## config.mk

```make
export PLATFORM = sky130hd
export DESIGN_NAME = vga_box_gen
export DESIGN_NICKNAME = d
export VERILOG_FILES = /design/src/rtl/vga_pkg.sv /design/src/rtl/vga_sync_tracker.sv /design/src/rtl/vga_box_gen.sv
export SDC_FILE = /design/constraint.sdc
export NUM_CORES = 1
export LEC_CHECK = 0
export ABC_AREA = 1
export BUFFER_PORTS_ARGS = -buffer_cell sky130_fd_sc_hd__buf_4
export CAP_MARGIN = 20
export CORE_MARGIN = 3
export CORE_UTILIZATION = 57
export DETAILED_ROUTE_END_ITERATION = 8
export PLACE_DENSITY = 0.75
export SLEW_MARGIN = 20
export SYNTH_ARGS = -nofsm -noshare
export SYNTH_HDL_FRONTEND = slang
export SYNTH_SLANG_ARGS = --single-unit
```

## constraint.sdc

```tcl
create_clock -name clk -period 2.3 [get_ports clk]
set_clock_uncertainty 0.1 [all_clocks]
set_input_delay 0 -clock clk [delete_from_list [all_inputs] [get_ports clk]]
set_output_delay 0 -clock clk [all_outputs]
set_load 0.05 [all_outputs]
```

## src/rtl/vga_pkg.sv

```systemverilog
// Shared VGA 640x480@60 timing constants, lock FSM states and the per-axis
// bounce helper used by the moving box generator.
package vga_pkg;

    localparam logic [9:0] H_SYNC   = 10'd96;
    localparam logic [9:0] H_BP     = 10'd48;
    localparam logic [9:0] H_ACTIVE = 10'd640;
    localparam logic [9:0] H_FP     = 10'd16;
    localparam logic [9:0] H_TOTAL  = 10'd800;
    localparam logic [9:0] V_SYNC   = 10'd2;
    localparam logic [9:0] V_BP     = 10'd33;
    localparam logic [9:0] V_ACTIVE = 10'd480;
    localparam logic [9:0] V_FP     = 10'd10;
    localparam logic [9:0] V_TOTAL  = 10'd525;

    localparam logic [9:0] H_LAST      = H_TOTAL - 10'd1;
    localparam logic [9:0] V_LAST      = V_TOTAL - 10'd1;
    localparam logic [9:0] H_ACT_START = H_SYNC + H_BP;
    localparam logic [9:0] H_ACT_END   = H_TOTAL - H_FP;
    localparam logic [9:0] V_ACT_START = V_SYNC + V_BP;
    localparam logic [9:0] V_ACT_END   = V_TOTAL - V_FP;

    // Pixels without an h_sync fall before the lock is dropped, minus one.
    localparam logic [9:0] LOCK_MISS_MAX = 10'd1023;

    typedef enum logic {
        ST_UNLOCKED = 1'b0,
        ST_LOCKED   = 1'b1
    } lock_state_e;

    typedef struct packed {
        logic [9:0] pos;
        logic       dir;
    } axis_t;

    // One frame of motion on one axis; 11-bit maths so nothing wraps.
    function automatic axis_t axis_move(input axis_t a, input logic [10:0] step,
                                       input logic [10:0] lim);
        axis_t r;
        r = a;
        if (a.dir) begin
            if ({1'b0, a.pos} + step > lim) begin
                r.pos = lim[9:0];
                r.dir = 1'b0;
            end else begin
                r.pos = a.pos + step[9:0];
            end
        end else if ({1'b0, a.pos} < step) begin
            r.pos = 10'd0;
            r.dir = 1'b1;
        end else begin
            r.pos = a.pos - step[9:0];
        end
        return r;
    endfunction

endpackage

```

## src/rtl/vga_sync_tracker.sv

```systemverilog
// Follows the external driver's syncs: edge detection plus pixel/line
// counters that snap to zero on every h_sync / v_sync fall.
module vga_sync_tracker
    import vga_pkg::*;
(
    input  logic       clk,
    input  logic       reset,
    input  logic       h_sync_i,
    input  logic       v_sync_i,
    output logic [9:0] hcnt_o,
    output logic [9:0] vcnt_o,
    output logic       h_fall_o,
    output logic       v_fall_o,
    output logic       pix_en_o
);

    logic       hs_q, vs_q;
    logic       phase_q, phase_d;
    logic [9:0] hcnt_q, hcnt_d;
    logic [9:0] vcnt_q, vcnt_d;

    assign h_fall_o = hs_q & ~h_sync_i;
    assign v_fall_o = vs_q & ~v_sync_i;
    assign pix_en_o = phase_q;
    assign hcnt_o   = hcnt_q;
    assign vcnt_o   = vcnt_q;

    always_comb begin
        phase_d = ~phase_q;
        hcnt_d  = hcnt_q;
        vcnt_d  = vcnt_q;
        if (phase_q) begin
            hcnt_d = (hcnt_q == H_LAST) ? 10'd0 : hcnt_q + 10'd1;
        end
        if (h_fall_o) begin
            hcnt_d  = 10'd0;
            phase_d = 1'b0;
            vcnt_d  = (vcnt_q == V_LAST) ? 10'd0 : vcnt_q + 10'd1;
        end
        if (v_fall_o) begin
            vcnt_d = 10'd0;
        end
    end

    always_ff @(posedge clk) begin
        if (reset) begin
            hs_q    <= 1'b1;
            vs_q    <= 1'b1;
            phase_q <= 1'b0;
            hcnt_q  <= 10'd0;
            vcnt_q  <= 10'd0;
        end else begin
            hs_q    <= h_sync_i;
            vs_q    <= v_sync_i;
            phase_q <= phase_d;
            hcnt_q  <= hcnt_d;
            vcnt_q  <= vcnt_d;
        end
    end

endmodule

```

## src/rtl/vga_box_gen.sv

```systemverilog
// Bouncing square overlay locked to an external VGA driver's syncs.
// Define VGA_BOX_BORDER_EN to also paint a white 1-pixel frame border.
module vga_box_gen
    import vga_pkg::*;
#(
    parameter int BOX_SIZE = 32,
    parameter int STEP     = 2
) (
    input  logic       clk,
    input  logic       reset,
    input  logic       h_sync,
    input  logic       v_sync,
    input  logic [2:0] color_sel,
    output logic       red,
    output logic       green,
    output logic       blue,
    output logic       locked,
    output logic       frame_tick,
    output logic       sync_err
);

    localparam logic [10:0] BS    = 11'(BOX_SIZE);
    localparam logic [10:0] STP   = 11'(STEP);
    localparam logic [10:0] X_LIM = {1'b0, H_ACTIVE} - BS;
    localparam logic [10:0] Y_LIM = {1'b0, V_ACTIVE} - BS;

    logic [9:0]  hcnt, vcnt, px, py;
    logic        h_fall, v_fall, pix_en, timeout;
    logic        h_act, v_act, visible, in_box;
    lock_state_e state_q;
    logic [9:0]  miss_q;
    axis_t       x_q, x_d, y_q, y_d;
    logic [2:0]  col_q, rgb_q, rgb_d;
    logic        locked_q, frame_tick_q, sync_err_q;

    vga_sync_tracker u_tracker (
        .clk      (clk),
        .reset    (reset),
        .h_sync_i (h_sync),
        .v_sync_i (v_sync),
        .hcnt_o   (hcnt),
        .vcnt_o   (vcnt),
        .h_fall_o (h_fall),
        .v_fall_o (v_fall),
        .pix_en_o (pix_en)
    );

    assign timeout = pix_en && (miss_q == LOCK_MISS_MAX);
    assign px      = hcnt - H_ACT_START;
    assign py      = vcnt - V_ACT_START;
    assign h_act   = (hcnt >= H_ACT_START) && (hcnt < H_ACT_END);
    assign v_act   = (vcnt >= V_ACT_START) && (vcnt < V_ACT_END);
    // Raw sync inputs gate the colour so blanking never lags a sync pulse.
    assign visible = (state_q == ST_LOCKED) && h_sync && v_sync && h_act && v_act;
    assign in_box  = ({1'b0, px} >= {1'b0, x_q.pos}) && ({1'b0, px} < {1'b0, x_q.pos} + BS)
                  && ({1'b0, py} >= {1'b0, y_q.pos}) && ({1'b0, py} < {1'b0, y_q.pos} + BS);

    always_comb begin
        x_d = x_q;
        y_d = y_q;
        if (v_fall && state_q == ST_LOCKED) begin
            x_d = axis_move(x_q, STP, X_LIM);
            y_d = axis_move(y_q, STP, Y_LIM);
        end
    end

    always_comb begin
        rgb_d = 3'b000;
        if (visible && in_box) begin
            rgb_d = col_q;
        end
`ifdef VGA_BOX_BORDER_EN
        if (visible && (px == 10'd0 || px == 10'd639 || py == 10'd0 || py == 10'd479)) begin
            rgb_d = 3'b111;
        end
`else
`endif
    end

    always_ff @(posedge clk) begin
        if (reset) begin
            state_q      <= ST_UNLOCKED;
            locked_q     <= 1'b0;
            miss_q       <= 10'd0;
            x_q          <= {10'd0, 1'b1};
            y_q          <= {10'd0, 1'b1};
            col_q        <= 3'b001;
            rgb_q        <= 3'b000;
            frame_tick_q <= 1'b0;
            sync_err_q   <= 1'b0;
        end else begin
            case (state_q)
                ST_UNLOCKED: begin
                    if (v_fall) begin
                        state_q  <= ST_LOCKED;
                        locked_q <= 1'b1;
                    end
                end
                ST_LOCKED: begin
                    if (timeout) begin
                        state_q  <= ST_UNLOCKED;
                        locked_q <= 1'b0;
                    end
                end
            endcase
            // Any sync fall proves the driver is alive and restarts the watchdog.
            if (h_fall || v_fall || timeout) begin
                miss_q <= 10'd0;
            end else if (pix_en) begin
                miss_q <= miss_q + 10'd1;
            end
            if (v_fall) begin
                col_q <= color_sel;
            end
            x_q          <= x_d;
            y_q          <= y_d;
            rgb_q        <= rgb_d;
            frame_tick_q <= v_fall;
            sync_err_q   <= (state_q == ST_LOCKED) && h_fall && (hcnt != H_LAST);
        end
    end

    assign red        = rgb_q[2];
    assign green      = rgb_q[1];
    assign blue       = rgb_q[0];
    assign locked     = locked_q;
    assign frame_tick = frame_tick_q;
    assign sync_err   = sync_err_q;

endmodule
```

Yosys cells after proc, flatten, opt, wreduce, memory -nomap -nowiden. Index checks and enable logic that the tools add are counted.

Add/sub/neg operators: 13. $lt $le $gt $ge: 12. Eq/ne operators: 6. Mux-type cells: 18. Bitwise gates (word level): 7. Reductions and logical operators: 21.

Operators by type and width (count): 2-to-1 mux 10 bit (6); adder 10 x 1 -> 10 bit (second input constant) (3); equality test 10 bit (second input constant) (3); adder 10 x 2 -> 11 bit (second input constant) (2); adder 10 x 6 -> 11 bit (second input constant) (2); less-than comparator 10 x 11 -> 1 bit (2); 2-to-1 mux 11 bit (2); adder 10 x 2 -> 10 bit (second input constant) (2); greater-or-equal comparator 10 bit (2); less-than comparator 10 bit (second input constant) (2); less-than comparator 10 x 2 -> 1 bit (second input constant) (2); subtractor 10 x 2 -> 10 bit (second input constant) (2); logical AND 1 bit (14); > comparator 11 x 10 -> 1 bit (second input constant) (1); > comparator 11 x 9 -> 1 bit (second input constant) (1); greater-or-equal comparator 10 x 6 -> 1 bit (second input constant) (1); greater-or-equal comparator 10 x 8 -> 1 bit (second input constant) (1); inequality test 10 bit (second input constant) (1); subtractor 10 x 6 -> 10 bit (second input constant) (1); subtractor 10 x 8 -> 10 bit (second input constant) (1); 2-to-1 mux 1 bit (8); OR reduction 2 bit (4); inverter 1 bit (5); inequality test 2 bit (second input constant) (2); other kinds (4) (7).

Flip-flop bits (word level): 65. Bits of input ports: 7. Logic and storage cells: 93.

Longest topological paths before layout.
Depth after elaboration: 8. Depth in mapped cells: 14.

Hierarchy. Synthesis repeated with hierarchy kept, for this count alone.

Cells, all modules: 726. Area, all modules: 4865.9 um2.

By module, submodules not included: vga_box_gen (times used 1, cells an instance 564, area an instance 3702.3 um2, seq. area each 800.8 um2); vga_sync_tracker (times used 1, cells an instance 162, area an instance 1163.6 um2, seq. area each 460.4 um2).

Worst setup path after synthesis. Ideal clock, no wire load.

Path kind: register to register. From: register u_tracker.vcnt_q[0], in the netlist u_tracker.vcnt_o[0]. To: register rgb_q[0]. Setup time: 0.115 ns. Data arrival time: 2.125 ns. Data required time: 2.085 ns. Setup slack: -0.040 ns. Cell stages (with the launch flop): 13. Buffers on the path: 0. Clock period less this slack: 2.340 ns. Path through: dfxtp_1 > ha_1 > nand2_1 > nand2_1 > o21ai_0 > nand3_1 > xor2_1 > ha_1 > nand2_1 > nor4_1 > nor2_1 > nand4_1 > nor2_1.

Longest elaborated chain between the ends: 7. Elaborated cells between the ends (all ways): 12.

Ends and longest elaborated chain: start: declaration (RTL line vga_sync_tracker.sv:20) `logic [9:0] vcnt_q, vcnt_d;`; start signal: assignment (RTL line vga_sync_tracker.sv:57) `vcnt_q <= vcnt_d;`; subtractor 10 x 6 -> 10 bit (RTL line vga_box_gen.sv:50) `assign py = vcnt - V_ACT_START;`; greater-or-equal comparator 10 bit (RTL line vga_box_gen.sv:56) `&& ({1'b0, py} >= {1'b0, y_q.pos}) && ({1'b0, py} < {1'b0, y_q.pos} + BS);`; logical AND 1 bit (2 in a row) (RTL line vga_box_gen.sv:56); logical AND 1 bit (*) (RTL line vga_box_gen.sv:69) `if (visible && in_box) begin`; inverter 1 bit (no line) (*); OR reduction 2 bit (no line) (*); end signal: assignment (RTL line vga_box_gen.sv:117) `rgb_q <= rgb_d;`; end: declaration (RTL line vga_box_gen.sv:33) `logic [2:0] col_q, rgb_q, rgb_d;`.

Every way passes the cells marked *; elsewhere a longest branch is shown, timed or not. A chain may end at the register's enable or synchronous reset.

Worst setup path in the final report.
From: register u_tracker.vcnt_q[3], in the netlist u_tracker.vcnt_o[3]. To: register rgb_q[2].

The elaborated chain is that of the path after synthesis.

==> flow_metrics.env <==
export IMPL_gp_congestion=0.941
export IMPL_slew_headroom_pct=65.6
export IMPL_clk_latency_ns=0.36
export IMPL_drt_iter0_markers=171
export IMPL_routed_wl_um=11300
export IMPL_start_kind="flip-flop"
export IMPL_path_class="flip-flop to flip-flop"
export IMPL_crit_fanout=5
export IMPL_post_route_min_period_ns=2.37
export IMPL_cp_end_kind="flip-flop"
export IMPL_p_sw_share_pct=33.0
export IMPL_ys_ff_latch=63
export IMPL_track_usage_pct=25.5
export IMPL_final_nets=781
export IMPL_intPower_mw=1.70
export IMPL_path_cells="nor2_4 -> nand3_2 -> nand2_2 -> nand2_2 -> xor2_2 -> ha_1 -> nand2_2 -> nor4_4 -> nand3_1 -> nand4_1 -> nand4_1 -> nor2_1"
export IMPL_finalCritPeriodShare_pct=103
export IMPL_grt_overflow_total=0
export IMPL_drive_above_1_share_pct=16.6
export IMPL_antenna_found_initial=0
export IMPL_fill_cells=657
export IMPL_via_per_inst=5.49
export IMPL_worst_pin_slew_ns=0.516
export IMPL_cts_root_buffer="clkbuf_8"
export IMPL_drt_first_pass_iters=4
export IMPL_rows=32
export IMPL_fin_cells=836
export IMPL_synth_seq_area_share_pct=27.1
export IMPL_path_clk_slew_ns=0.08
export IMPL_critPathArrivalTime_ns=2.55
export IMPL_yosys_warnings=0
export IMPL_port_buffers=12
export IMPL_fmaxAchievable_mhz=421
export IMPL_netlist_area_mm2=0.00465
export IMPL_n_antenna_cell=0
export IMPL_pwr_density_cell_mw_per_mm2=467
export IMPL_rsz0062_at_grt="yes"
export IMPL_synth_top_area_share_pct=27.1
export IMPL_drc=0
export IMPL_dieHeight_um=96.3
export IMPL_maxCapViolCount=0
export IMPL_syn_area_per_cell_um2=6.85
export IMPL_yosys_cell_types_count=43
export IMPL_synthTopCellsByArea="dfxtp_1 (27%), ha_1 (12%), nand2_1 (9.9%)"
export IMPL_synth_edff_count=0
export IMPL_p_leak_nw=2.31
export IMPL_ir_worst_vdd_mv=0.510
export IMPL_ant_nets=0
export IMPL_required_ns=2.48
export IMPL_hold_path_class="input port to flip-flop"
export IMPL_clockPowerShare_pct=34.8
export IMPL_cts_tree="done"
export IMPL_violations="setup timing"
export IMPL_grt_max_degree=27
export IMPL_vias=4589
export IMPL_hold_viol_final=0
export IMPL_hold_slack_ns=0.320
export IMPL_maxSlewViolCount=0
export IMPL_initial_utilization_pct=59.6
export IMPL_clock_sinks=63
export IMPL_finalSetupTns_ns=-0.188
export IMPL_postLayoutCoreUtil_pct=69.7
export IMPL_worst_slack_ns=-0.0728
export IMPL_setup_viol=3
export IMPL_dp_slack_ns=-0.146
export IMPL_yosysTopAreaCell="dfxtp_1"
export IMPL_die_x_um=96.3
export IMPL_cts_buffers=9
export IMPL_grt_first_pass_wirelength_um=18600
export IMPL_synthArstFlopShare_pct=0
export IMPL_status="complete, but fails checks"
export IMPL_seqPwrFrac_pct=45.9
export IMPL_cpMaxStageDelayCell="dfxtp_2"
export IMPL_ios=13
export IMPL_grt_pass1_vias=4190
export IMPL_p_sw_mw=0.838
export IMPL_synthCells=679
export IMPL_multiInputGateArea_mm2=0.00312
export IMPL_die_area_mm2=0.00928
export IMPL_hpwl_um=8390
export IMPL_synthToLayoutAreaGrowth_pct=17.0
export IMPL_slowest_delay_ns=0.35
export IMPL_p_comb_share_pct=19.3
export IMPL_synth_nets=731
export IMPL_seqCellArea_mm2=0.00127
export IMPL_htree_num_levels=3
export IMPL_cts_buffer_depth=2
export IMPL_dp_cells=810
export IMPL_cpMostUsedCell="nand2_2"
export IMPL_wl_per_cell_um=13.5
export IMPL_core_mm2=0.00781
export IMPL_ys_flop_type="dfxtp_1"
## power groups by stage
stage,combinational (mW),clock [mW],sequential [mW]
after floorplan,0.343,0,1.19
after global placement,0.448,0,1.19
after detailed placement,0.460,0,1.19
after CTS,0.473,0.904,1.16
after global routing,0.551,0.946,1.17
final,0.491,0.883,1.17
## worst paths after layout
check                 startpoint        to  slack, ns  depth (start not counted)
max reg2reg  u_tracker.vcnt_o[3]  rgb_q[2]      -0.07                         12
min                 color_sel[2]  col_q[2]       0.32                          4
min reg2reg             col_q[0]  rgb_q[0]       0.35                          2
max          u_tracker.vcnt_o[3]  rgb_q[2]      -0.07                         12
## cell families (layout without fill, tap and decap cells)
logic type / count (synthesis) / in the layout / share of synthesized area, %
flops: 63 / 63 / 27.1
fa+ha+maj: 45 / 45 / 12.1
simple gates: 316 / 316 / 31.1
buf+inv: 103 / 158 / 9.10
xor+xnor: 40 / 40 / 7.54
compound gates: 112 / 112 / 13.0
## timing repair
item | 4_1_cts | 5_1_grt
hold endpoints to repair | 15 | 0
setup endpoints to repair | 3 | 3
buffers inserted | 1 | 2
pin swaps | 11 | 19
hold buffers | 7 | 0
resized for setup | 14 | 26
gates cloned | 0 | 0
## placed cells by master, fill, tap and decap left out, drive strengths merged, types with 3 or more instances in the layout
cell | synthesis | layout
a21oi | 52 | 52
a31oi | 7 | 7
buf | 8 | 47
clkbuf | 7 | 9
clkinvlp | 0 | 4
dfxtp | 63 | 63
dlygate4sd3 | 0 | 7
ha | 45 | 45
inv | 88 | 89
nand2 | 131 | 131
nand3 | 52 | 52
nand4 | 11 | 11
nor2 | 89 | 89
nor3 | 17 | 17
nor3b | 4 | 4
nor4 | 6 | 6
o21a | 3 | 3
o21ai | 40 | 40
o21bai | 3 | 3
xnor2 | 6 | 6
xor2 | 34 | 34
## layout make-up
class                   instances  share of cell area (%)
well taps                     102                    2.35
inverters                      88                    6.07
clock buffers                   9                    2.28
flip-flops and latches         63                    23.3
clock inverters                 7                   0.897
repair buffers                 54                    7.84
multi-input cells             513                    57.3
## stage by stage
step | total power [mW] | cell area (um^2)
after floorplan | 1.53 | 4650
after global placement | 1.63 | 5010
after detailed placement | 1.65 | 5010
after CTS | 2.54 | 5320
after global routing | 2.67 | 5440
final | 2.54 | 5440
## flip-flops by register name, indices dropped and copies added (netlist names)
register,cells
miss_q,10
u_tracker.hcnt_o,10
u_tracker.vcnt_o,10
x_q,10
y_q,10
col_q,3
rgb_q,3
frame_tick,1
locked,1
state_q,1
sync_err,1
u_tracker.hs_q,1
u_tracker.pix_en_o,1
u_tracker.vs_q,1
## worst max-delay path, delay by kind of cell (launching register included)
family	cells	cell delay (ns)
AND/OR/NAND/NOR	10	1.35
flip-flops	1	0.35
adder cells (fa/ha/maj)	1	0.34
XOR/XNOR	1	0.16
## layer usage
layer	wire length, um	GRT usage (%)	share of wire (%)	vias to the layer above
li1	-	-	-	2335
met1	4940	32.0	44	2090
met2	5460	41.7	48	135
met3	596	5.39	5.3	29
met4	307	11.4	2.7	0
met5	0	0	0	-
## Yosys cell counts (all sizes together) (2+ instances only)
master,count
ha,45
nor3,17
nor2,89
inv,88
nor4,6
clkbuf,7
xnor2,6
buf,8
nand4,11
nand2,131
dfxtp,63
o21a,3
nor3b,4
o21bai,3
o32ai,2
a21oi,52
or2,2
a31oi,7
o21ai,40
xor2,34
nand3b,2
nand3,52
Power figures use the tool's default switching activity.
